===== src/rtl/fft_stage_sequencer_if.sv =====
// rtl/fft_stage_sequencer_if.sv - data-memory/twiddle read and butterfly handshake bundle
interface fft_stage_sequencer_if #(
    parameter int FFT_N = 10
) ();
    logic             rd_en;
    logic [FFT_N-1:0] rd_addr_a;
    logic [FFT_N-1:0] rd_addr_b;
    logic [FFT_N-2:0] twiddle_addr;
    logic             bfly_iact;
    logic [1:0]       bfly_ictrl;
    logic [FFT_N-2:0] bfly_addr;
    logic             bfly_oact;

    modport master (
        output rd_en, rd_addr_a, rd_addr_b, twiddle_addr,
        output bfly_iact, bfly_ictrl, bfly_addr,
        input  bfly_oact
    );

    modport slave (
        input  rd_en, rd_addr_a, rd_addr_b, twiddle_addr,
        input  bfly_iact, bfly_ictrl, bfly_addr,
        output bfly_oact
    );
endinterface


===== src/rtl/fft_stage_sequencer.sv =====
// rtl/fft_stage_sequencer.sv - in-place DIF FFT stage/butterfly address sequencer
// Optional FFT_SEQ_BITREV_EN adds a bit-reversed UNLOAD read pass after the last stage.
module fft_stage_sequencer #(
    parameter int FFT_N  = 10,
    parameter int RD_LAT = 1
) (
    input  logic                       clk,
    input  logic                       reset,
    input  logic                       start,
    input  logic                       stall,
    output logic                       busy,
    output logic                       done,
    output logic [$clog2(FFT_N)-1:0]   stage,
    fft_stage_sequencer_if.master      bus
);
    localparam int N    = 1 << FFT_N;
    localparam int HALF = N / 2;
    localparam int SW   = $clog2(FFT_N);
    localparam logic [FFT_N-2:0] K_LAST     = (FFT_N-1)'(HALF - 1);
    localparam logic [SW-1:0]    STAGE_LAST = SW'(FFT_N - 1);

`ifdef FFT_SEQ_BITREV_EN
    typedef enum logic [2:0] {IDLE, ISSUE, DRAIN, DONE, UNLOAD} state_t;
`else
    typedef enum logic [1:0] {IDLE, ISSUE, DRAIN, DONE} state_t;
`endif

    typedef struct packed {
        logic             act;
        logic [1:0]       ctrl;
        logic [FFT_N-2:0] idx;
    } dl_t;

    state_t           state;
    logic [FFT_N-2:0] k;
    logic             issue_act;
    logic [1:0]       issue_ctrl;
    logic [FFT_N-2:0] issue_k;
    logic [FFT_N-1:0] outstanding;
    dl_t              dl [RD_LAT];
    logic             dl_busy;

    logic [FFT_N-1:0] kx, span, mask, j_c, addr_a_c, addr_b_c;
    logic [FFT_N-2:0] tw_c;

    // Group base is k with the in-group bits cleared, doubled; the partner sits one span above.
    always_comb begin
        kx       = {1'b0, k};
        span     = FFT_N'(1) << ((FFT_N - 1) - int'(stage));
        mask     = span - FFT_N'(1);
        j_c      = kx & mask;
        addr_a_c = ((kx & ~mask) << 1) | j_c;
        addr_b_c = addr_a_c + span;
        tw_c     = (FFT_N-1)'(j_c << stage);
    end

    always_comb begin
        dl_busy = 1'b0;
        for (int i = 0; i < RD_LAT; i++) begin
            dl_busy = dl_busy | dl[i].act;
        end
    end

`ifdef FFT_SEQ_BITREV_EN
    logic [FFT_N-1:0] ucnt;

    function automatic logic [FFT_N-1:0] bitrev(input logic [FFT_N-1:0] v);
        for (int i = 0; i < FFT_N; i++) begin
            bitrev[i] = v[FFT_N-1-i];
        end
    endfunction
`endif

    always_ff @(posedge clk) begin
        if (reset) begin
            state            <= IDLE;
            k                <= '0;
            stage            <= '0;
            busy             <= 1'b0;
            done             <= 1'b0;
            bus.rd_en        <= 1'b0;
            bus.rd_addr_a    <= '0;
            bus.rd_addr_b    <= '0;
            bus.twiddle_addr <= '0;
            issue_act        <= 1'b0;
            issue_ctrl       <= '0;
            issue_k          <= '0;
`ifdef FFT_SEQ_BITREV_EN
            ucnt             <= '0;
`endif
        end else begin
            done      <= 1'b0;
            bus.rd_en <= 1'b0;
            issue_act <= 1'b0;
            case (state)
                IDLE: begin
                    if (start) begin
                        state <= ISSUE;
                        busy  <= 1'b1;
                        stage <= '0;
                        k     <= '0;
                    end
                end
                ISSUE: begin
                    if (!stall) begin
                        bus.rd_en        <= 1'b1;
                        bus.rd_addr_a    <= addr_a_c;
                        bus.rd_addr_b    <= addr_b_c;
                        bus.twiddle_addr <= tw_c;
                        issue_act        <= 1'b1;
                        issue_ctrl       <= {k == K_LAST, k == '0};
                        issue_k          <= k;
                        if (k == K_LAST) begin
                            k     <= '0;
                            state <= DRAIN;
                        end else begin
                            k <= k + 1'b1;
                        end
                    end
                end
                DRAIN: begin
                    // The read issued on the way in is still visible on rd_en and not yet counted.
                    if (!bus.rd_en && outstanding == '0 && !dl_busy) begin
                        if (stage != STAGE_LAST) begin
                            stage <= stage + 1'b1;
                            state <= ISSUE;
                        end else begin
`ifdef FFT_SEQ_BITREV_EN
                            ucnt  <= '0;
                            state <= UNLOAD;
`else
                            done  <= 1'b1;
                            busy  <= 1'b0;
                            state <= DONE;
`endif
                        end
                    end
                end
                DONE: begin
                    state <= IDLE;
                end
`ifdef FFT_SEQ_BITREV_EN
                UNLOAD: begin
                    if (!stall) begin
                        bus.rd_en        <= 1'b1;
                        bus.rd_addr_a    <= bitrev(ucnt);
                        bus.rd_addr_b    <= '0;
                        bus.twiddle_addr <= '0;
                        if (ucnt == FFT_N'(N - 1)) begin
                            done  <= 1'b1;
                            busy  <= 1'b0;
                            state <= DONE;
                        end else begin
                            ucnt <= ucnt + 1'b1;
                        end
                    end
                end
`endif
                default: state <= IDLE;
            endcase
        end
    end

    // Butterfly tags ride RD_LAT cycles behind their read; the counter floors at 0 so
    // returns still in flight across a reset cannot wrap it.
    always_ff @(posedge clk) begin
        if (reset) begin
            outstanding <= '0;
            for (int i = 0; i < RD_LAT; i++) begin
                dl[i] <= '0;
            end
        end else begin
            dl[0] <= {issue_act, issue_ctrl, issue_k};
            for (int i = 1; i < RD_LAT; i++) begin
                dl[i] <= dl[i-1];
            end
            if (issue_act && !bus.bfly_oact) begin
                outstanding <= outstanding + 1'b1;
            end else if (!issue_act && bus.bfly_oact && outstanding != '0) begin
                outstanding <= outstanding - 1'b1;
            end
        end
    end

    assign bus.bfly_iact  = dl[RD_LAT-1].act;
    assign bus.bfly_ictrl = dl[RD_LAT-1].ctrl;
    assign bus.bfly_addr  = dl[RD_LAT-1].idx;
endmodule


===== src/flat_wrapper.sv =====
// flat-port wrapper written by rule: the top's interface ports become plain ports
module fft_stage_sequencer_flat 
#(
    parameter int FFT_N  = 10,
    parameter int RD_LAT = 1
)
  (clk, reset, start, stall, busy, done, stage, bus_rd_en, bus_rd_addr_a, bus_rd_addr_b, bus_twiddle_addr, bus_bfly_iact, bus_bfly_ictrl, bus_bfly_addr, bus_bfly_oact);
  fft_stage_sequencer_if #(.FFT_N(FFT_N)) bus_i ();
  input  logic clk;
  input  logic reset;
  input  logic start;
  input  logic stall;
  output logic busy;
  output logic done;
  output logic [$clog2(FFT_N)-1:0] stage;
  output wire logic [$bits(bus_i.rd_en)-1:0] bus_rd_en;
  output wire logic [$bits(bus_i.rd_addr_a)-1:0] bus_rd_addr_a;
  output wire logic [$bits(bus_i.rd_addr_b)-1:0] bus_rd_addr_b;
  output wire logic [$bits(bus_i.twiddle_addr)-1:0] bus_twiddle_addr;
  output wire logic [$bits(bus_i.bfly_iact)-1:0] bus_bfly_iact;
  output wire logic [$bits(bus_i.bfly_ictrl)-1:0] bus_bfly_ictrl;
  output wire logic [$bits(bus_i.bfly_addr)-1:0] bus_bfly_addr;
  input wire logic [$bits(bus_i.bfly_oact)-1:0] bus_bfly_oact;
  assign bus_rd_en = bus_i.rd_en;
  assign bus_rd_addr_a = bus_i.rd_addr_a;
  assign bus_rd_addr_b = bus_i.rd_addr_b;
  assign bus_twiddle_addr = bus_i.twiddle_addr;
  assign bus_bfly_iact = bus_i.bfly_iact;
  assign bus_bfly_ictrl = bus_i.bfly_ictrl;
  assign bus_bfly_addr = bus_i.bfly_addr;
  assign bus_i.bfly_oact = bus_bfly_oact;
  fft_stage_sequencer #(.FFT_N(FFT_N), .RD_LAT(RD_LAT)) u_core (.clk(clk), .reset(reset), .start(start), .stall(stall), .busy(busy), .done(done), .stage(stage), .bus(bus_i));
endmodule

===== config.mk =====
export PLATFORM = sky130hd
export DESIGN_NAME = fft_stage_sequencer_flat
export DESIGN_NICKNAME = d
export VERILOG_FILES = /design/src/rtl/fft_stage_sequencer_if.sv /design/src/rtl/fft_stage_sequencer.sv /design/src/flat_wrapper.sv
export SDC_FILE = /design/constraint.sdc
export NUM_CORES = 1
export LEC_CHECK = 0
export CORE_MARGIN = 2
export CORE_UTILIZATION = 50
export CTS_CLUSTER_DIAMETER = 60
export DETAILED_ROUTE_END_ITERATION = 10
export PLACE_DENSITY = 0.78
export SYNTH_ARGS = -nofsm -noshare
export SYNTH_HDL_FRONTEND = slang
export SYNTH_SLANG_ARGS = --single-unit

===== constraint.sdc =====
create_clock -name clk -period 3.9 [get_ports clk]
set_input_delay 0.78 -clock clk [delete_from_list [all_inputs] [get_ports clk]]
set_output_delay 0.78 -clock clk [all_outputs]
set_load 0.05 [all_outputs]

---- Yosys cells after proc, flatten, opt, wreduce, memory -nomap -nowiden ----
Memories as Yosys holds them, arrays and structs flattened.
Index checks and enable logic that the tools add are counted.
storage, ports and cells
  bits in registers ....................... 68
  bits in latches ......................... 0
  RAM bits ................................ 12
  memory bits (read-only) ................. 0
  input port bits ......................... 5
  output and inout port bits .............. 48
  word-level logic and storage cells ...... 91
  memories kept ........................... 1
memory list
  memory     depth  bits a word  rd ports  clocked after memory_dff  wr ports  line                       RTL
  u_core.dl  1      12           1         0                         1         fft_stage_sequencer.sv:40  dl_t dl [RD_LAT];
cells by class
  $add $sub $neg .......................... 7
  multipliers ............................. 0
  div/mod/pow operators ................... 0
  $lt $le $gt $ge ......................... 0
  equality and inequality tests ........... 11
  shifts and indexed selects .............. 2
  mux-type cells .......................... 27
  bitwise operators ....................... 8
  reduce and logical (&&, ||, !) cells .... 23
operator list
  operator                                            number
  << shifter 1 x 32 -> 10 bit, first input constant   1
  2-to-1 mux 9 bit                                    3
  2-to-1 mux 10 bit                                   2
  subtractor 10 x 1 -> 10 bit, second input constant  2
  one-hot mux 9 bit (2 select lines)                  1
  2-to-1 mux 12 bit                                   1
  2-to-1 mux 4 bit                                    3
  AND reduction 4 bit                                 3
  OR reduction 12 bit                                 1
  adder 10 x 1 -> 10 bit, second input constant       1
  adder 10 bit                                        1
  AND 9 x 10 -> 10 bit                                1
  logical NOT 10 bit                                  1
  2-to-1 mux 2 bit                                    5
  bitwise OR 10 bit                                   1
  nonzero test 10 bit                                 1
  << shifter 10 x 4 -> 9 bit                          1
  adder 9 x 1 -> 9 bit, second input constant         1
  AND 9 bit                                           1
  == test 9 bit, second input constant                1
  logical NOT 9 bit                                   1
  2-to-1 mux 1 bit                                    9
  inverter 9 bit                                      1
  one-hot mux 2 bit (4 select lines)                  1
  other kinds (18)                                    34

---- Longest topological paths before layout ----
Gate-level depths: netlist of run 1.
  depth after elaboration ................. 7
  mapped depth ............................ 19

---- Worst setup path after synthesis of run 1 ----
No wires, ideal clock.
  path kind ............................... register to register
  start point ............................. reg u_core.stage[2]
  end point ............................... reg u_core.bus.rd_addr_b[9]
  data arrival time ....................... 4100 ps
  required time ........................... 3814 ps
  setup slack ............................. -285 ps
  stages on the path, launching flop included .. 19
  path buffers ............................ 3
  period minus slack after synthesis ...... 4185 ps
  path through ............................ dfxtp_1 > buf_4 > inv_1 > ha_1 > ha_1 > buf_2 > nor3_1 > inv_1 > ha_1 > clkbuf_1 > xnor2_1 > a22o_1 > ha_1 > a211oi_1 > o21bai_1 > o31ai_1 > o21ai_0 > xnor2_1 > a211oi_1
on the way
  cells in the longest elaborated chain, start to end .. 7
RTL lines
  item                           line                          RTL
  start, declared                fft_stage_sequencer.sv:13     output logic [$clog2(FFT_N)-1:0] stage,
  start signal, assigned         fft_stage_sequencer.sv:125    stage <= stage + 1'b1;
  subtractor 4 x 4 -> 5 bit *    fft_stage_sequencer.sv:49     span = FFT_N'(1) << ((FFT_N - 1) - int'(stage));
  << shifter 1 x 32 -> 10 bit *  fft_stage_sequencer.sv:49
  subtractor 10 x 1 -> 10 bit *  fft_stage_sequencer.sv:50     mask = span - FFT_N'(1);
  inverter 9 bit                 fft_stage_sequencer.sv:52     addr_a_c = ((kx & ~mask) << 1) | j_c;
  AND 9 bit                      fft_stage_sequencer.sv:52
  bitwise OR 10 bit *            fft_stage_sequencer.sv:52
  named net u_core.addr_a_c[2]   fft_stage_sequencer.sv:43     logic [FFT_N-1:0] kx, span, mask, j_c, addr_a_c, addr_b_c;
  adder 10 bit *                 fft_stage_sequencer.sv:53     addr_b_c = addr_a_c + span;
  end signal, assigned           fft_stage_sequencer.sv:108    bus.rd_addr_b <= addr_b_c;
  end, declared                  fft_stage_sequencer_if.sv:15  output rd_en, rd_addr_a, rd_addr_b, twiddle_addr,
The timed path passes the listed nets; every way through them passes the cells marked *.
A chain may end at the register's enable or synchronous reset.

---- Worst setup path in the final report of run 1 ----
Same ends and word-level chain as after synthesis.

==> results of run 1 <==
cell families (layout without fill, tap and decap cells):
logic type / after synthesis / count (layout) / synth area share
DFF: 80 / 80 / 0.372
buffers and inverters: 51 / 106 / 0.0476
adders and majority gates: 26 / 26 / 0.0790
other: 1 / 1 / 0.000870
muxes: 10 / 10 / 0.0235
xor gates and xnor gates: 26 / 26 / 0.0528
AOI/OAI and AO/OA: 136 / 136 / 0.205
and+or+nand+nor: 196 / 196 / 0.220
how the worst max path moves through the flow:
stage / start / endpoint
after floorplan: u_core.stage[1] / u_core.bus.rd_addr_b[9]
after global placement: u_core.stage[2] / u_core.bus.rd_addr_b[9]
after detailed placement: u_core.stage[2] / u_core.bus.rd_addr_b[9]
after CTS: u_core.stage[2] / u_core.bus.rd_addr_b[9]
after global routing: u_core.stage[2] / u_core.bus.rd_addr_b[9]
final: u_core.stage[2] / u_core.bus.rd_addr_b[9]
critical path, cell delays in order (launching register included):
cell and delay, ns:
dfxtp_4 0.43, inv_1 0.10, ha_1 0.19, ha_1 0.35, buf_4 0.20, nor3_2 0.17
nand3_1 0.18, xnor2_2 0.19, a22o_1 0.20, ha_1 0.32, a211oi_1 0.28, o21bai_1 0.17
o31ai_2 0.26, o21ai_1 0.12, xnor2_1 0.14, a211oi_1 0.23
state kept, by name (all words and copies together) (netlist names):
register,flops
u_core.dl,12
u_core.bus.rd_addr_a,10
u_core.bus.rd_addr_b,10
u_core.outstanding,10
u_core.bus.twiddle_addr,9
u_core.issue_k,9
u_core.k,9
u_core.stage,4
u_core.issue_ctrl,2
u_core.state,2
u_core.bus.rd_en,1
u_core.busy,1
u_core.done,1
layout by cell type (no fill, tap or decap), types with 5 or more instances in the layout:
master / n
nand2_1: 41
nor4_1: 6
a31oi_1: 5
xor2_1: 6
clkbuf_8: 9
a21oi_1: 38
nand3_1: 11
dfxtp_1: 78
nor2_1: 70
a22oi_1: 7
nor2b_1: 24
nand4_1: 5
buf_4: 17
nand2b_1: 10
o21ai_0: 28
nor3_1: 6
o21a_1: 5
xnor2_1: 19
o22ai_1: 5
ha_1: 24
clkdlybuf4s50_1: 51
inv_1: 19
a211oi_1: 6
mux2i_1: 9
per-layer routing:
metal | share of wire | vias up | global-route usage
li1 | - | 1950 | -
met1 | 0.46 | 1902 | 0.334
met2 | 0.45 | 166 | 0.400
met3 | 0.059 | 42 | 0.0527
met4 | 0.032 | 0 | 0.109
met5 | 0 | - | 0
report_power, final:
group          switching (mW)  internal (mW)  total (mW)
Sequential             0.0611          0.885       0.946
Clock                   0.310          0.361       0.672
Combinational           0.398          0.318       0.716
per-stage QoR:
stage	instance area, µm²	setup slack [ns]	util	power, mW
final	5210	0.268	0.628	2.33
after global routing	5210	0.0236	0.628	2.48
after CTS	5180	0.104	0.624	2.35
after detailed placement	4960	0.104	0.598	1.67
after global placement	4960	0.231	0.598	1.65
after floorplan	4310	0.0125	-	1.52
cell type report:
class,instances,area [µm²]
clock buffers,11,131
clock inverters,5,81.3
fillers,753,3090
inverters,21,78.8
multi-input cells,395,2540
flip-flops and latches,80,1610
well taps,105,131
repair buffers,69,643
repair_timing:
item	4_1_cts	5_1_grt
resized for setup	0	7
setup endpoints to repair	0	3
endpoints found under the hold margin	0	0
==> out/metrics.cfg, run 1 <==
[status]
status = complete, no violations

[die]
fp.coreArea_um2 = 8300
die_area_um2 = 9380
die_w_um = 96.8
floorplan.io_pins = 53
initial_util = 0.519
number_of_placement_rows = 33
die_height_um = 96.8

[worst_hold_path]
hold_end = u_core.issue_ctrl[0]
min_delay_path_depth = 2
timing.hold.worst.start = u_core.issue_ctrl[0]
hold_path_class = reg -> reg

[logic_synthesis]
synth.top_cells.by_area = dfxtp_1 (37%), ha_1 (7.0%), nor2_1 (6.3%)
synth_area_per_cell_um2 = 8.19
mappedNetlistNets = 557
synth_enable_flop_cells = 0
number_of_register_bits_inferred_by_synthesis = 80
dominant_register_cell_in_the_synthesized_netlist = dfxtp_1
synth.cells.most_frequent = dfxtp_1 (80), nor2_1 (72), nand2_1 (41), a21oi_1 (38), o21ai_0 (29)
synthDominantCellAreaShare = 0.372
proportion_of_synthesized_chip_area_in_sequential_cells = 0.372
post-synth-top-count-cell = dfxtp_1
synth.largest_area_cell = dfxtp_1
yosys_warnings = 0
synthesis.instances = 526
synth.distinct_cells = 62
asyncSetResetFlopFracSynth = 0
syn-cell-area_um2 = 4310

[cts]
tritoncts = yes
h-tree-depth = 3
insertion_delay_ns = 0.36
numClockSinks = 80
cts_post_setup_buffers_inserted = 0
cts-hold-fix-buffers = 0
max-clock-path-buffers = 2
numCtsBuffers = 9
root_buffer = clkbuf_8
path_clk_slew_ns = 0.09

[routing]
drt_pass1_iterations = 5
detailroute.via_count = 4060
drtAntennaViolNets = 0
remaining_drc_errors = 0
wl_per_cell_um = 17.0
dr.first_iter.drc_count = 311
postRouteWirelength_um = 11700
route.detailed.vias_per_inst = 5.92

[run]
maxCapViolations = 0

[worst_setup_path]
crit_type = reg -> reg
r2r_cells = 15
timing.rr.start = u_core.stage[2]
crit_path_max_fanout = 14
cp-start-kind = flip-flop
r2r_end = u_core.bus.rd_addr_b[9]
arrival_ns = 3.91
regToRegSetupSlack_ns = 0.27
worst-endpoint-required_ns = 4.18
cp-end-kind = flip-flop

[placed_design]
placedCellCount = 670
place_congestion = 0.980
hpwlAfterDp_um = 8480
buffer_ports.inserted = 52

[timing]
setup-violations-final = 0
tightest_slew_ns = 0.660
timing_max_transition_violations_final = 0
final-hold-violation-count = 0
grt_setup_unrepaired = false
min_period_ns = 3.63
max_clock_freq_mhz = 275
worst_hold_slack_ns = 0.453
layout_worst_path_cycle_share = 0.931
maxSlewHeadroom = 0.556
fin_worst_skew_ns = 0.0132
fin_tns_setup_ns = 0

[grt]
grt_overflow = 0
antenna_found_initial = 0
grt_pass1_vias = 3896
globalRouteTotalUtil = 0.253
grt_start_max_net_pins = 33
grt_pass1_wl_um = 19300

[power_and_ir_drop]
vdd_drop_max_uv = 252
powerDensity_nw_per_um2 = 448
static_leakage_power_nw = 2.02

[finish]
final_layout_size_suffix_gt1_frac = 0.0878
final_nets = 607
instances_no_fill = 686
flow.area_growth_from_synthesis_pct = 20.9
n_diodes = 0

No activity file was read; power rests on OpenSTA's default activity.
==> run 2, diff against run 1 <==
--- a/config.mk
+++ b/config.mk
@@ -6,10 +6,11 @@
 export NUM_CORES = 1
 export LEC_CHECK = 0
 export CORE_MARGIN = 2
-export CORE_UTILIZATION = 50
+export CORE_UTILIZATION = 56
 export CTS_CLUSTER_DIAMETER = 60
 export DETAILED_ROUTE_END_ITERATION = 10
-export PLACE_DENSITY = 0.78
+export GPL_TIMING_DRIVEN = 0
+export PLACE_DENSITY = 0.82
 export SYNTH_ARGS = -nofsm -noshare
 export SYNTH_HDL_FRONTEND = slang
 export SYNTH_SLANG_ARGS = --single-unit
==> constraint.sdc (replaced) <==
create_clock -name clk -period 3.4 [get_ports clk]
set_input_delay 0.68 -clock clk [delete_from_list [all_inputs] [get_ports clk]]
set_output_delay 0.68 -clock clk [all_outputs]
set_load 0.05 [all_outputs]
==> run 2 against run 1 <==
Against the previous run:
- the run now ends with negative setup slack left
- setup slack got worse by 0.35 ns
- core utilization increased by 13 points
- non-clock buffer count increased by 33
- clock skew decreased by 0.00075 ns
- die area decreased by 10%
- combinational power increased by 19%
- design area increased by 7.4%
- cell count increased by 3.9%
- clock power increased by 20%
- critical path type unchanged
- critical endpoint unchanged
==> out/metrics.cfg, run 2 (same netlist as run 1, synthesis figures left out) <==
[worst_setup_path]
regToRegSetupSlack_ns = -0.09  ; -0.35 ns
max_stage_delay_ns = 0.41  ; -0.02 ns
cell_repeated_most_along_the_worst_path = ha_4
critical_path_slowest_stage_cell = dfxtp_4
cp-end-kind = flip-flop
cp-start-kind = flip-flop
crit_path_max_fanout = 8  ; -6
path_cells = inv_4 -> ha_4 -> ha_4 -> buf_8 -> nor3_4 -> inv_2 -> ha_4 -> nand2b_4 -> o21a_1 -> buf_6 -> inv_4 -> ha_4 -> a211oi_2 -> o21bai_2 -> o31ai_2 -> o21ai_1 -> xnor2_1 -> a211oi_1
crit_type = reg -> reg
worst-endpoint-required_ns = 3.67  ; -0.51 ns
critPathBufInv = 5  ; +3
arrival_ns = 3.75  ; -0.16 ns
worst_path_dominant_cell_family = compound AO/OA/AOI/OAI gates

[cts]
path_clk_slew_ns = 0.08  ; about the same
numClockSinks = 80  ; unchanged
tritoncts = yes
root_buffer = clkbuf_8
h-tree-depth = 3  ; unchanged
max-clock-path-buffers = 2  ; unchanged
insertion_delay_ns = 0.35  ; about the same
numCtsBuffers = 9  ; unchanged

[timing]
max_clock_freq_mhz = 287  ; +4.2%
tightest_slew_ns = 0.742  ; +0.0814 ns
timing.final.ws_setup_ns = -0.0856  ; -0.353 ns
timing_max_transition_violations_final = 0  ; unchanged
final-hold-violation-count = 0  ; unchanged
setup-violations-final = 3  ; +3
min_period_ns = 3.49  ; -0.147 ns
grt_setup_unrepaired = true
fin_worst_skew_ns = 0.0124  ; -0.000745 ns
worst_hold_slack_ns = 0.457  ; +0.00395 ns
maxSlewHeadroom = 0.504  ; -0.0527
layout_worst_path_cycle_share = 1.03  ; +0.0938
fin_tns_setup_ns = -0.152  ; -0.152 ns

[grt]
antenna_found_initial = 0  ; unchanged
grt_pass1_wl_um = 21000  ; +8.9%
grt_start_max_net_pins = 15  ; -55%
globalRouteTotalUtil = 0.315  ; +0.0621
grt_overflow = 0  ; unchanged
grt_pass1_vias = 4082  ; +4.8%

[routing]
drt_pass1_iterations = 5  ; unchanged
postRouteWirelength_um = 13800  ; +18%
drtAntennaViolNets = 0  ; unchanged
remaining_drc_errors = 0  ; unchanged
detailroute.via_count = 4319  ; +6.4%
dr.first_iter.drc_count = 481  ; +55%
wl_per_cell_um = 19.3  ; +14%
route.detailed.vias_per_inst = 6.06  ; +2.4%

[finish]
n_diodes = 0  ; unchanged
multi_input_area_um2 = 2730  ; +7.5%
most-common-layout-cells = dfxtp_1 (78), nor2_1 (69), clkdlybuf4s50_1 (52), nand2_1 (39), a21oi_1 (37)
flow.area_growth_from_synthesis_pct = 29.9
final_area_um2 = 5600  ; +7.4%
final_layout_size_suffix_gt1_frac = 0.147  ; +0.0588
largest_register_ff_count = 12  ; unchanged
final-seq-area_um2 = 1610  ; +0.16%
mostFrequentLayoutCell = dfxtp_1
finalCoreUtilization = 0.759  ; +0.132
instances_no_fill = 713  ; +3.9%
fillCellCount = 555  ; -26%
final_nets = 640  ; +5.4%
top_register = u_core.dl

[placed_design]
hpwlAfterDp_um = 9270  ; +9.3%
dp_worst_setup_slack_ns = -0.445  ; -0.549 ns
placedCellCount = 677  ; +1.0%
dpl_cell_area_um2 = 5050  ; +1.6%
place_congestion = 0.915  ; -6.6%
buffer_ports.inserted = 52  ; unchanged

[power_and_ir_drop]
vdd_drop_max_uv = 243  ; -3.4%
final_total_power_mw = 2.73  ; +17%
powerDensity_nw_per_um2 = 489  ; +9.0%
static_leakage_power_nw = 2.14  ; +6.3%

[die]
floorplan.io_pins = 53  ; unchanged
number_of_placement_rows = 31  ; -6.1%
fp.coreArea_um2 = 7370  ; -11%
initial_util = 0.585  ; +0.0655
die_w_um = 91.7  ; -5.3%
die_height_um = 91.7  ; -5.3%
die_area_um2 = 8410  ; -10%

[status]
failed_checks = negative setup slack
status = complete, but fails checks

[run]
maxCapViolations = 0  ; unchanged

[worst_hold_path]
hold_path_class = reg -> reg

-- run 2: cell count changes in the layout (fill, tap and decap cells not counted), moves of 4 or more --
| cell | change |
|---|---|
| buf_2 | +6 |
| buf_4 | +4 |
| clkbuf_1 | +14 |
| ha_1 | -6 |
| ha_4 | +6 |
| o21ai_0 | -6 |
| o21ai_1 | +4 |
-- run 2: layer usage --
metal | track usage | part of all wire
met5 | 0 | 0
met4 | 0.0796 | 0.028
met3 | 0.0452 | 0.073
met2 | 0.533 | 0.48
met1 | 0.424 | 0.42
-- run 2: worst paths after layout --
check | startpoint | end | cells past startpoint
max reg2reg | u_core.stage[2] | u_core.bus.rd_addr_b[9] | 18
min reg2reg | u_core.dl[0][11] | u_core.done | 1
min | u_core.dl[0][11] | u_core.done | 1
max | u_core.stage[2] | u_core.bus.rd_addr_b[9] | 18
-- run 2: power breakdown --
group / switching [mW] / leakage (nW) / total (mW) / internal [mW]
registers: 0.0645 / 0.653 / 1.08 / 1.01
logic: 0.480 / 1.38 / 0.851 / 0.371
clock network: 0.368 / 0.113 / 0.804 / 0.437
total: 0.912 / 2.14 / 2.73 / 1.82
-- run 2: final cells by class --
type	count	area share
clock inverters	6	0.0163
multi-input cells	395	0.487
inverters	21	0.0163
flip-flops and latches	80	0.288
well taps	99	0.0221
repair buffers	74	0.123
plain buffers	28	0.0226
clock buffers	10	0.0246
-- run 2: timing repair --
| item | 4_1_cts | 5_1_grt |
|---|---|---|
| hold endpoints to repair | 0 | 0 |
| setup buffers | 9 | 14 |
| setup endpoints to repair | 6 | 6 |
| gates resized for setup | 20 | 24 |
| pin swaps | 6 | 16 |
| hold buffers | 0 | 0 |
==> run 3, diff against run 2 <==
--- a/config.mk
+++ b/config.mk
@@ -10,6 +10,7 @@
 export CTS_CLUSTER_DIAMETER = 60
 export DETAILED_ROUTE_END_ITERATION = 10
 export GPL_TIMING_DRIVEN = 0
+export MAX_ROUTING_LAYER = met4
 export PLACE_DENSITY = 0.82
 export SYNTH_ARGS = -nofsm -noshare
 export SYNTH_HDL_FRONTEND = slang
==> run 3 against run 2 <==
Against the previous run:
- the run now ends clean
- cell count decreased by 0.84%
- flip-flop and latch count is the same
- global-route usage is 1.1 points higher
- largest cell class unchanged
- critical endpoint unchanged
- combinational power about the same
==> out/metrics.cfg, run 3 (same netlist as run 1, synthesis figures left out) <==
[status]
status = complete, no violations

[finish]
finalCoreUtilization = 0.746  ; -0.0136
multi_input_area_um2 = 2680  ; -1.7%
n_diodes = 0  ; unchanged
flow.area_growth_from_synthesis_pct = 27.6
fillCellCount = 555  ; unchanged
final_nets = 634  ; -0.94%
final_layout_size_suffix_gt1_frac = 0.133  ; -0.0134
final-seq-area_um2 = 1610  ; unchanged
mostFrequentLayoutCell = dfxtp_1
most-common-layout-cells = dfxtp_1 (78), nor2_1 (70), clkdlybuf4s50_1 (52), nand2_1 (40), a21oi_1 (37)
top_register = u_core.dl
largest_register_ff_count = 12  ; unchanged

[timing]
min_period_ns = 3.39  ; -0.0912 ns
tightest_slew_ns = 0.708  ; -0.0333 ns
fin_tns_setup_ns = 0  ; +0.152 ns
max_clock_freq_mhz = 295  ; +2.7%
timing_max_transition_violations_final = 0  ; unchanged
setup-violations-final = 0  ; -3
fin_worst_skew_ns = 0.0128  ; +0.000326 ns
grt_setup_unrepaired = true
timing.final.ws_setup_ns = 0.00558  ; +0.0912 ns
final-hold-violation-count = 0  ; unchanged
layout_worst_path_cycle_share = 0.998  ; -0.0268
maxSlewHeadroom = 0.528  ; +0.0240

[die]
initial_util = 0.585  ; unchanged
fp.coreArea_um2 = 7370  ; unchanged
die_height_um = 91.7  ; unchanged
number_of_placement_rows = 31  ; unchanged
die_w_um = 91.7  ; unchanged
floorplan.io_pins = 53  ; unchanged
die_area_um2 = 8410  ; unchanged

[cts]
cts-hold-fix-buffers = 0  ; unchanged
path_clk_slew_ns = 0.08  ; about the same
max-clock-path-buffers = 2  ; unchanged
tritoncts = yes
root_buffer = clkbuf_8
numClockSinks = 80  ; unchanged
insertion_delay_ns = 0.36  ; about the same
h-tree-depth = 3  ; unchanged
numCtsBuffers = 9  ; unchanged

[routing]
drt_pass1_iterations = 5  ; unchanged
route.detailed.vias_per_inst = 5.87  ; -3.1%
dr.first_iter.drc_count = 357  ; -26%
drtAntennaViolNets = 0  ; unchanged
wl_per_cell_um = 18.5  ; -4.2%
detailroute.via_count = 4148  ; -4.0%
remaining_drc_errors = 0  ; unchanged
postRouteWirelength_um = 13100  ; -5.0%

[placed_design]
buffer_ports.inserted = 52  ; unchanged
place_congestion = 0.979  ; +7.0%
hpwlAfterDp_um = 9390  ; +1.4%
dp_worst_setup_slack_ns = -0.405  ; +0.0402 ns

[power_and_ir_drop]
static_leakage_power_nw = 2.11  ; -1.5%
vdd_drop_max_uv = 239  ; -1.8%
final_total_power_mw = 2.67  ; -2.2%
powerDensity_nw_per_um2 = 486  ; -0.44%

[worst_setup_path]
crit_path_max_fanout = 8  ; unchanged
critical_path_slowest_stage_cell = dfxtp_4
cell_repeated_most_along_the_worst_path = ha_4
path_cells = inv_8 -> ha_4 -> ha_4 -> buf_12 -> nor3_4 -> inv_2 -> ha_4 -> xnor2_2 -> a22o_1 -> ha_4 -> a211oi_4 -> o21bai_2 -> o31ai_2 -> o21ai_2 -> xnor2_1 -> a211oi_1
max_stage_delay_ns = 0.41  ; about the same
worst_path_dominant_cell_family = compound AO/OA/AOI/OAI gates
worst-endpoint-required_ns = 3.66  ; about the same
critPathBufInv = 3  ; -2
arrival_ns = 3.66  ; -0.09 ns
crit_type = reg -> reg
cp-start-kind = flip-flop
cp-end-kind = flip-flop
regToRegSetupSlack_ns = 0.006  ; +0.09 ns

[run]
maxCapViolations = 0  ; unchanged

[grt]
grt_start_max_net_pins = 17  ; +2
grt_overflow = 0  ; unchanged
antenna_found_initial = 0  ; unchanged
grt_pass1_vias = 4005  ; -1.9%
globalRouteTotalUtil = 0.325  ; +0.0105
grt_pass1_wl_um = 20900  ; -0.72%

[worst_hold_path]
hold_path_class = reg -> reg

run 3: changes by cell type in the layout (fill, tap and decap cells not counted), moves of 2 or more:
cell      change
buf_12        +2
inv_6         +3
a211oi_2      -2
inv_4         -2
buf_4         -6
run 3: per-stage QoR:
stage | hold slack (ns) | instance area [µm²] | cells
after floorplan | 0.432 | 4400 | 526
after global placement | 0.433 | 5050 | 677
after detailed placement | 0.445 | 5050 | 677
after CTS | 0.455 | 5400 | 703
after global routing | 0.480 | 5500 | 707
final | 0.452 | 5500 | 707
run 3: routing by layer:
metal	vias up	routed length [µm]	global-route usage
li1	2009	-	-
met1	1941	5860	0.411
met2	157	6050	0.524
met3	41	680	0.0501
met4	0	523	0.134
met5	-	0	-
run 3: path summary, 6_finish.rpt:
check,depth (start not counted),startpoint,end
min,1,u_core.dl[0][11],u_core.done
max reg2reg,16,u_core.stage[1],u_core.bus.rd_addr_b[9]
max,16,u_core.stage[1],u_core.bus.rd_addr_b[9]
min reg2reg,1,u_core.dl[0][11],u_core.done
run 3: timing repair:
item,in CTS,in global routing
endpoints found under the setup margin,6,4
pin swaps,9,12
resized for setup,20,16
setup buffers,11,5
run 3: final cells by class:
type	count	area share
Buffer	28	0.0239
Clock buffer	9	0.0225
Clock inverter	7	0.0155
Inverter	21	0.0162
Multi-Input combinational cell	395	0.488
Sequential cell	80	0.293
Tap cell	99	0.0225
Timing Repair Buffer	68	0.119
run 3: power breakdown:
part	switching, mW	internal, mW	total (mW)
logic	0.478	0.372	0.850
registers	0.0639	1.01	1.08
clock network	0.390	0.355	0.745
run 3: worst register-to-register path, stage by stage, from the launching register on:
cell and delay [ns]:
dfxtp_4 0.41, inv_8 0.04, ha_4 0.16, ha_4 0.25, buf_12 0.14, nor3_4 0.23
inv_2 0.07, ha_4 0.20, xnor2_2 0.14, a22o_1 0.24, ha_4 0.28, a211oi_4 0.24
o21bai_2 0.12, o31ai_2 0.31, o21ai_2 0.11, xnor2_1 0.14, a211oi_1 0.22
